**config.mk**
```make
export PLATFORM = sky130hd
export DESIGN_NAME = sub_shift_rows
export DESIGN_NICKNAME = d
export VERILOG_FILES = /design/src/rtl/sub_shift_rows.sv
export SDC_FILE = /design/constraint.sdc
export NUM_CORES = 2
export LEC_CHECK = 0
export ABC_CLOCK_PERIOD_IN_PS = 21100
export CORE_ASPECT_RATIO = 2
export CORE_MARGIN = 5
export CORE_UTILIZATION = 55
export CTS_BUF_LIST = sky130_fd_sc_hd__clkbuf_8
export DETAILED_ROUTE_END_ITERATION = 8
export GPL_TIMING_DRIVEN = 1
export HOLD_SLACK_MARGIN = 0.1
export PLACE_DENSITY = 0.78
export SLEW_MARGIN = 20
export SYNTH_ARGS = -nofsm -noshare
export SYNTH_HDL_FRONTEND = slang
export SYNTH_SLANG_ARGS = --single-unit
export TNS_END_PERCENT = 20
```
**constraint.sdc**
```tcl
create_clock -name clk -period 21.1 [get_ports clk]
set_input_delay 6.33 -clock clk [delete_from_list [all_inputs] [get_ports clk]]
set_output_delay 6.33 -clock clk [all_outputs]
set_load 0.02 [all_outputs]
```
**src/rtl/sub_shift_rows.sv**
```systemverilog
// Iterative AES SubBytes + ShiftRows, NUM_SBOX bytes substituted per cycle, valid/ready on both sides.
// Define SUB_SHIFT_INV_EN to add the inv port (InvSubBytes + InvShiftRows selected per state).
module sub_shift_rows #(
    parameter int unsigned NUM_SBOX = 4
) (
    input  logic         clk,
    input  logic         rst,
`ifdef SUB_SHIFT_INV_EN
    input  logic         inv,
`endif
    input  logic         in_valid,
    output logic         in_ready,
    input  logic [127:0] in_data,
    output logic         out_valid,
    input  logic         out_ready,
    output logic [127:0] out_data
);

    if (NUM_SBOX != 1 && NUM_SBOX != 2 && NUM_SBOX != 4 && NUM_SBOX != 8 && NUM_SBOX != 16) begin : g_bad_num_sbox
        $error("sub_shift_rows: NUM_SBOX must be 1, 2, 4, 8 or 16");
    end

    localparam int unsigned GROUPS = 16 / NUM_SBOX;
    localparam logic [3:0]  LAST   = 4'(GROUPS - 1);

    typedef enum logic [1:0] {
        IDLE,
        SUB,
        DONE
    } state_t;

    state_t           state_q;
    state_t           state_d;
    logic [3:0]       cnt_q;
    logic [3:0]       base;
    logic [0:15][7:0] st_q;
    logic [0:15][7:0] st_d;
    logic [127:0]     out_q;
    logic             mode_inv;

    function automatic logic [7:0] gmul(input logic [7:0] a, input logic [7:0] b);
        logic [7:0] p;
        logic [7:0] x;
        logic [7:0] y;
        p = '0;
        x = a;
        y = b;
        for (int unsigned i = 0; i < 8; i++) begin
            if (y[0]) p = p ^ x;
            x = {x[6:0], 1'b0} ^ (x[7] ? 8'h1b : 8'h00);
            y = y >> 1;
        end
        return p;
    endfunction

    // Multiplicative inverse as a^254; maps 0 to 0 as the S-box requires.
    function automatic logic [7:0] gf_inv(input logic [7:0] a);
        logic [7:0] r;
        logic [7:0] p;
        r = 8'h01;
        p = a;
        for (int unsigned i = 0; i < 8; i++) begin
            if (i != 0) r = gmul(r, p);
            p = gmul(p, p);
        end
        return r;
    endfunction

    function automatic logic [7:0] sbox_fwd(input logic [7:0] a);
        logic [7:0] b;
        b = gf_inv(a);
        return b ^ {b[6:0], b[7]} ^ {b[5:0], b[7:6]} ^ {b[4:0], b[7:5]} ^ {b[3:0], b[7:4]} ^ 8'h63;
    endfunction

`ifdef SUB_SHIFT_INV_EN
    function automatic logic [7:0] sbox_inv(input logic [7:0] s);
        return gf_inv({s[6:0], s[7]} ^ {s[4:0], s[7:5]} ^ {s[1:0], s[7:2]} ^ 8'h05);
    endfunction
`endif

    // Byte index is row + 4*col; forward rotates row r left by r, inverse right by r.
    function automatic logic [0:15][7:0] shift_rows(input logic [0:15][7:0] s, input logic dir_inv);
        logic [0:15][7:0] o;
        int unsigned      src;
        o = '0;
        for (int unsigned r = 0; r < 4; r++) begin
            for (int unsigned c = 0; c < 4; c++) begin
                src = dir_inv ? ((c + 4 - r) % 4) : ((c + r) % 4);
                o[4'(r + 4 * c)] = s[4'(r + 4 * src)];
            end
        end
        return o;
    endfunction

    always_comb begin
        base = 4'(cnt_q * NUM_SBOX);
        st_d = st_q;
        for (int unsigned j = 0; j < NUM_SBOX; j++) begin
`ifdef SUB_SHIFT_INV_EN
            st_d[base + 4'(j)] = mode_inv ? sbox_inv(st_q[base + 4'(j)]) : sbox_fwd(st_q[base + 4'(j)]);
`else
            st_d[base + 4'(j)] = sbox_fwd(st_q[base + 4'(j)]);
`endif
        end
    end

    always_comb begin
        state_d   = state_q;
        in_ready  = 1'b0;
        out_valid = 1'b0;
        case (state_q)
            IDLE: begin
                in_ready = !rst;
                if (in_valid) state_d = SUB;
            end
            SUB: begin
                if (cnt_q == LAST) state_d = DONE;
            end
            DONE: begin
                out_valid = 1'b1;
                if (out_ready) state_d = IDLE;
            end
            default: state_d = IDLE;
        endcase
    end

    always_ff @(posedge clk) begin
        if (rst) begin
            state_q <= IDLE;
        end else begin
            state_q <= state_d;
        end
    end

`ifdef SUB_SHIFT_INV_EN
    logic inv_q;

    always_ff @(posedge clk) begin
        if (rst) begin
            inv_q <= 1'b0;
        end else if (state_q == IDLE && in_valid && in_ready) begin
            inv_q <= inv;
        end
    end

    assign mode_inv = inv_q;
`else
    assign mode_inv = 1'b0;
`endif

    // The last group's substitution is folded into the DONE-entry register so out_data is valid on entry.
    always_ff @(posedge clk) begin
        if (rst) begin
            cnt_q <= '0;
            st_q  <= '0;
            out_q <= '0;
        end else begin
            case (state_q)
                IDLE: begin
                    if (in_valid && in_ready) begin
                        st_q  <= in_data;
                        cnt_q <= '0;
                    end
                end
                SUB: begin
                    st_q <= st_d;
                    if (cnt_q == LAST) begin
                        out_q <= shift_rows(st_d, mode_inv);
                    end else begin
                        cnt_q <= cnt_q + 4'd1;
                    end
                end
                default: ;
            endcase
        end
    end

    assign out_data = out_q;

endmodule

```
==> flow_metrics.tcl <==
set metrics [dict create \
    design_area_um2 76390 \
    wirelength_mm 261.2 \
    critPathLaunchType "flop" \
    first_global_vias 70791 \
    floorplan.initialDensity_pct 55.31 \
    vias 73352 \
    synth.distinct_cells 135 \
    gp_routability_congestion 1.044 \
    floorplan.die.width_um 264.2 \
    worst_hold_path_type "flop to flop" \
    synth_nets 9729 \
    hold_vio_cnt_final 0 \
    layout_worst_path_cycle_share_pct 95.36 \
    synth_seq_cells 262 \
    share_of_layout_cells_above_drive_strength_1_pct 9.459 \
    layout.area.seq_um2 5248 \
    avgViaCountPerCell 6.550 \
    worst_ep_required_time_ps 21640 \
    grt_start_max_net_pins 91 \
    path_common_cell "sky130_fd_sc_hd__xnor2_1" \
    max_freq_mhz 49.70 \
    slew_limit_fails 0 \
    fp.dieArea_um2 136900 \
    synth_edf_count 0 \
    clk_root_buffer_cell "sky130_fd_sc_hd__clkbuf_8" \
    synth.yosys.warnings 0 \
    pre_cts_worst_setup_slack_ps 589.0 \
    setup.worst_path.start "cnt_q[1]" \
    max_slew_margin_pct 21.05 \
    final_util_pct 59.47 \
    clkTransAtPathRegs_ps 70 \
    layout-area-overhead-vs-synth_pct 7.512 \
    layout.nets 9638 \
    post_cts_hold_buffer_count 0 \
    critical-path-slowest-cell "sky130_fd_sc_hd__dfxtp_2" \
    postCtsResizedCells 0 \
    placed_area_um2 75460 \
    grt_antenna_before_repair 7 \
    ff2ff_setup_slack_ps 980 \
    numCtsBuffers 39 \
    drt-initial-drc-count 8178 \
    count_of_port_buffers_added_during_placement 261 \
    crit_path_max_incr_delay_ps 900 \
    synth.top_cells.by_count "sky130_fd_sc_hd__xnor2_1 (1593), sky130_fd_sc_hd__nor2_1 (1297), sky130_fd_sc_hd__nand2_1 (1020)" \
    detail_route.wl_per_cell_um 23.32 \
    ys_seq_area_share_pct 7.382 \
    worst-slew-pin-transition_ps 1184 \
    globalRoute.totalOverflow 0 \
    track_usage_pct 35.46 \
    io-pin-count 262 \
    critPathCaptureType "flop" \
    max_cap_violations 0 \
    timing.final.setup_violations 0 \
    fin_setup_tns_ps 0 \
    post_synth_instance_area_um2 71050 \
    clk_path_buf_depth 3 \
    post-cts-setup-buffer-count 0 \
    cts_num_sinks 262 \
    synth_top_area_cell "sky130_fd_sc_hd__xnor2_1" \
    avgSynthCellArea_um2 7.429 \
    final_critical_path_setup_slack_ps 980.0 \
    syn-instance-count 9565 \
    synth_flop_cell "sky130_fd_sc_hd__dfxtp_1" \
    clock_skew_ps 62.14 \
    std_cell_rows 186 \
    status "finished with violations" \
    reg2reg_from "cnt_q[1]" \
    multi_input_area_um2 62880 \
    synth.most_common_cell "sky130_fd_sc_hd__xnor2_1" \
    drtAntennaViolNets 0 \
    layout.filler_cells 11774 \
    cts_htree_levels 2 \
    ys_async_sr_fraction_pct 0 \
    worstSetupPathType "flop to flop" \
    cts_tree "done" \
    grt_first_pass_wirelength_mm 398.2 \
    critPathArrivalTime_ps 20660 \
    violations "design-rule violations" \
    first_pass_iters 9 \
    post-synth-top-area-fraction_pct 19.64 \
    post-dp-hpwl_mm 199.0 \
    fin_crit_ps 20120 \
    route.detailed.drc 3 \
    die_y_um 518.3 \
    synth.top_cells.by_area "sky130_fd_sc_hd__xnor2_1 (20%), sky130_fd_sc_hd__xnor3_1 (8.5%), sky130_fd_sc_hd__dfxtp_1 (7.4%)" \
    crit_fanout 27 \
    clkLatencyLatePin_ps 630 \
    floorplan.core_area_um2 128500 \
    hold_path_startpoint "out_data[18]" \
]
==> path summary, 6_finish.rpt <==
check	end	depth (start not counted)
setup / recovery	out_data[117]	59
hold / removal	out_data[18]	2
setup reg to reg	out_data[117]	59
hold reg to reg	out_data[18]	2
==> flip-flops by register name, indices dropped and copies added, names as in the netlist <==
register  flops
state_q       2
st_q        128
cnt_q         4
out_data    128
==> routing by layer <==
metal / routed length (um) / global-route usage [%]
met2: 126800 / 63.33
met1: 86470 / 36.05
met3: 21980 / 6.614
met5: 21 / 0
met4: 25880 / 27.64
==> final cells by class <==
type / instances / share of cell area, %
clock inverter: 25 / 0.2637
timing repair buffer: 574 / 6.501
antenna: 3 / 0.009827
sequential: 262 / 6.869
clock buffer: 46 / 0.8288
inverter: 90 / 0.4455
multi-input combinational: 8507 / 82.31
tap: 1692 / 2.771
==> cell families after synthesis <==
kind of cell    share of synthesized area [%]
xor+xnor                                39.85
mux                                     5.434
fa+ha+maj                              0.5776
compound gates                          21.53
flops                                   7.382
buf+inv                                 5.056
simple gates                            20.17
==> layout by cell type (no fill, tap or decap), types with 189 or more instances in the layout <==
master	n
sky130_fd_sc_hd__a21oi_1	624
sky130_fd_sc_hd__xnor2_2	189
sky130_fd_sc_hd__nand2_1	1019
sky130_fd_sc_hd__nor2_1	1288
sky130_fd_sc_hd__nor3_1	259
sky130_fd_sc_hd__buf_4	313
sky130_fd_sc_hd__xnor3_1	267
sky130_fd_sc_hd__mux2i_1	239
sky130_fd_sc_hd__nand3_1	202
sky130_fd_sc_hd__xnor2_1	1534
sky130_fd_sc_hd__clkdlybuf4s50_1	260
sky130_fd_sc_hd__o21ai_0	460
sky130_fd_sc_hd__xor2_1	375
sky130_fd_sc_hd__dfxtp_1	260
==> per-stage QoR <==
stage	instances	hold slack, ps
final	11199	457.9
after global routing	11197	478.1
after CTS	11196	457.6
after detailed placement	11125	444.7
after global placement	11125	437.6
after floorplan	9565	458.9
==> worst max-delay path, delay by kind of cell (launching register included) <==
kind,cells,cell delay (ps)
XOR/XNOR,28,9620
AO/OA/AOI/OAI,8,2230
AND/OR/NAND/NOR,10,2010
adder cells (fa/ha/maj),4,2000
multiplexers,4,1680
buffers and inverters,5,1530
flip-flops,1,900
Power is left out: the tool's default activity adds up to more than one toggle a clock period on the data nets, which glitch-free logic cannot reach.
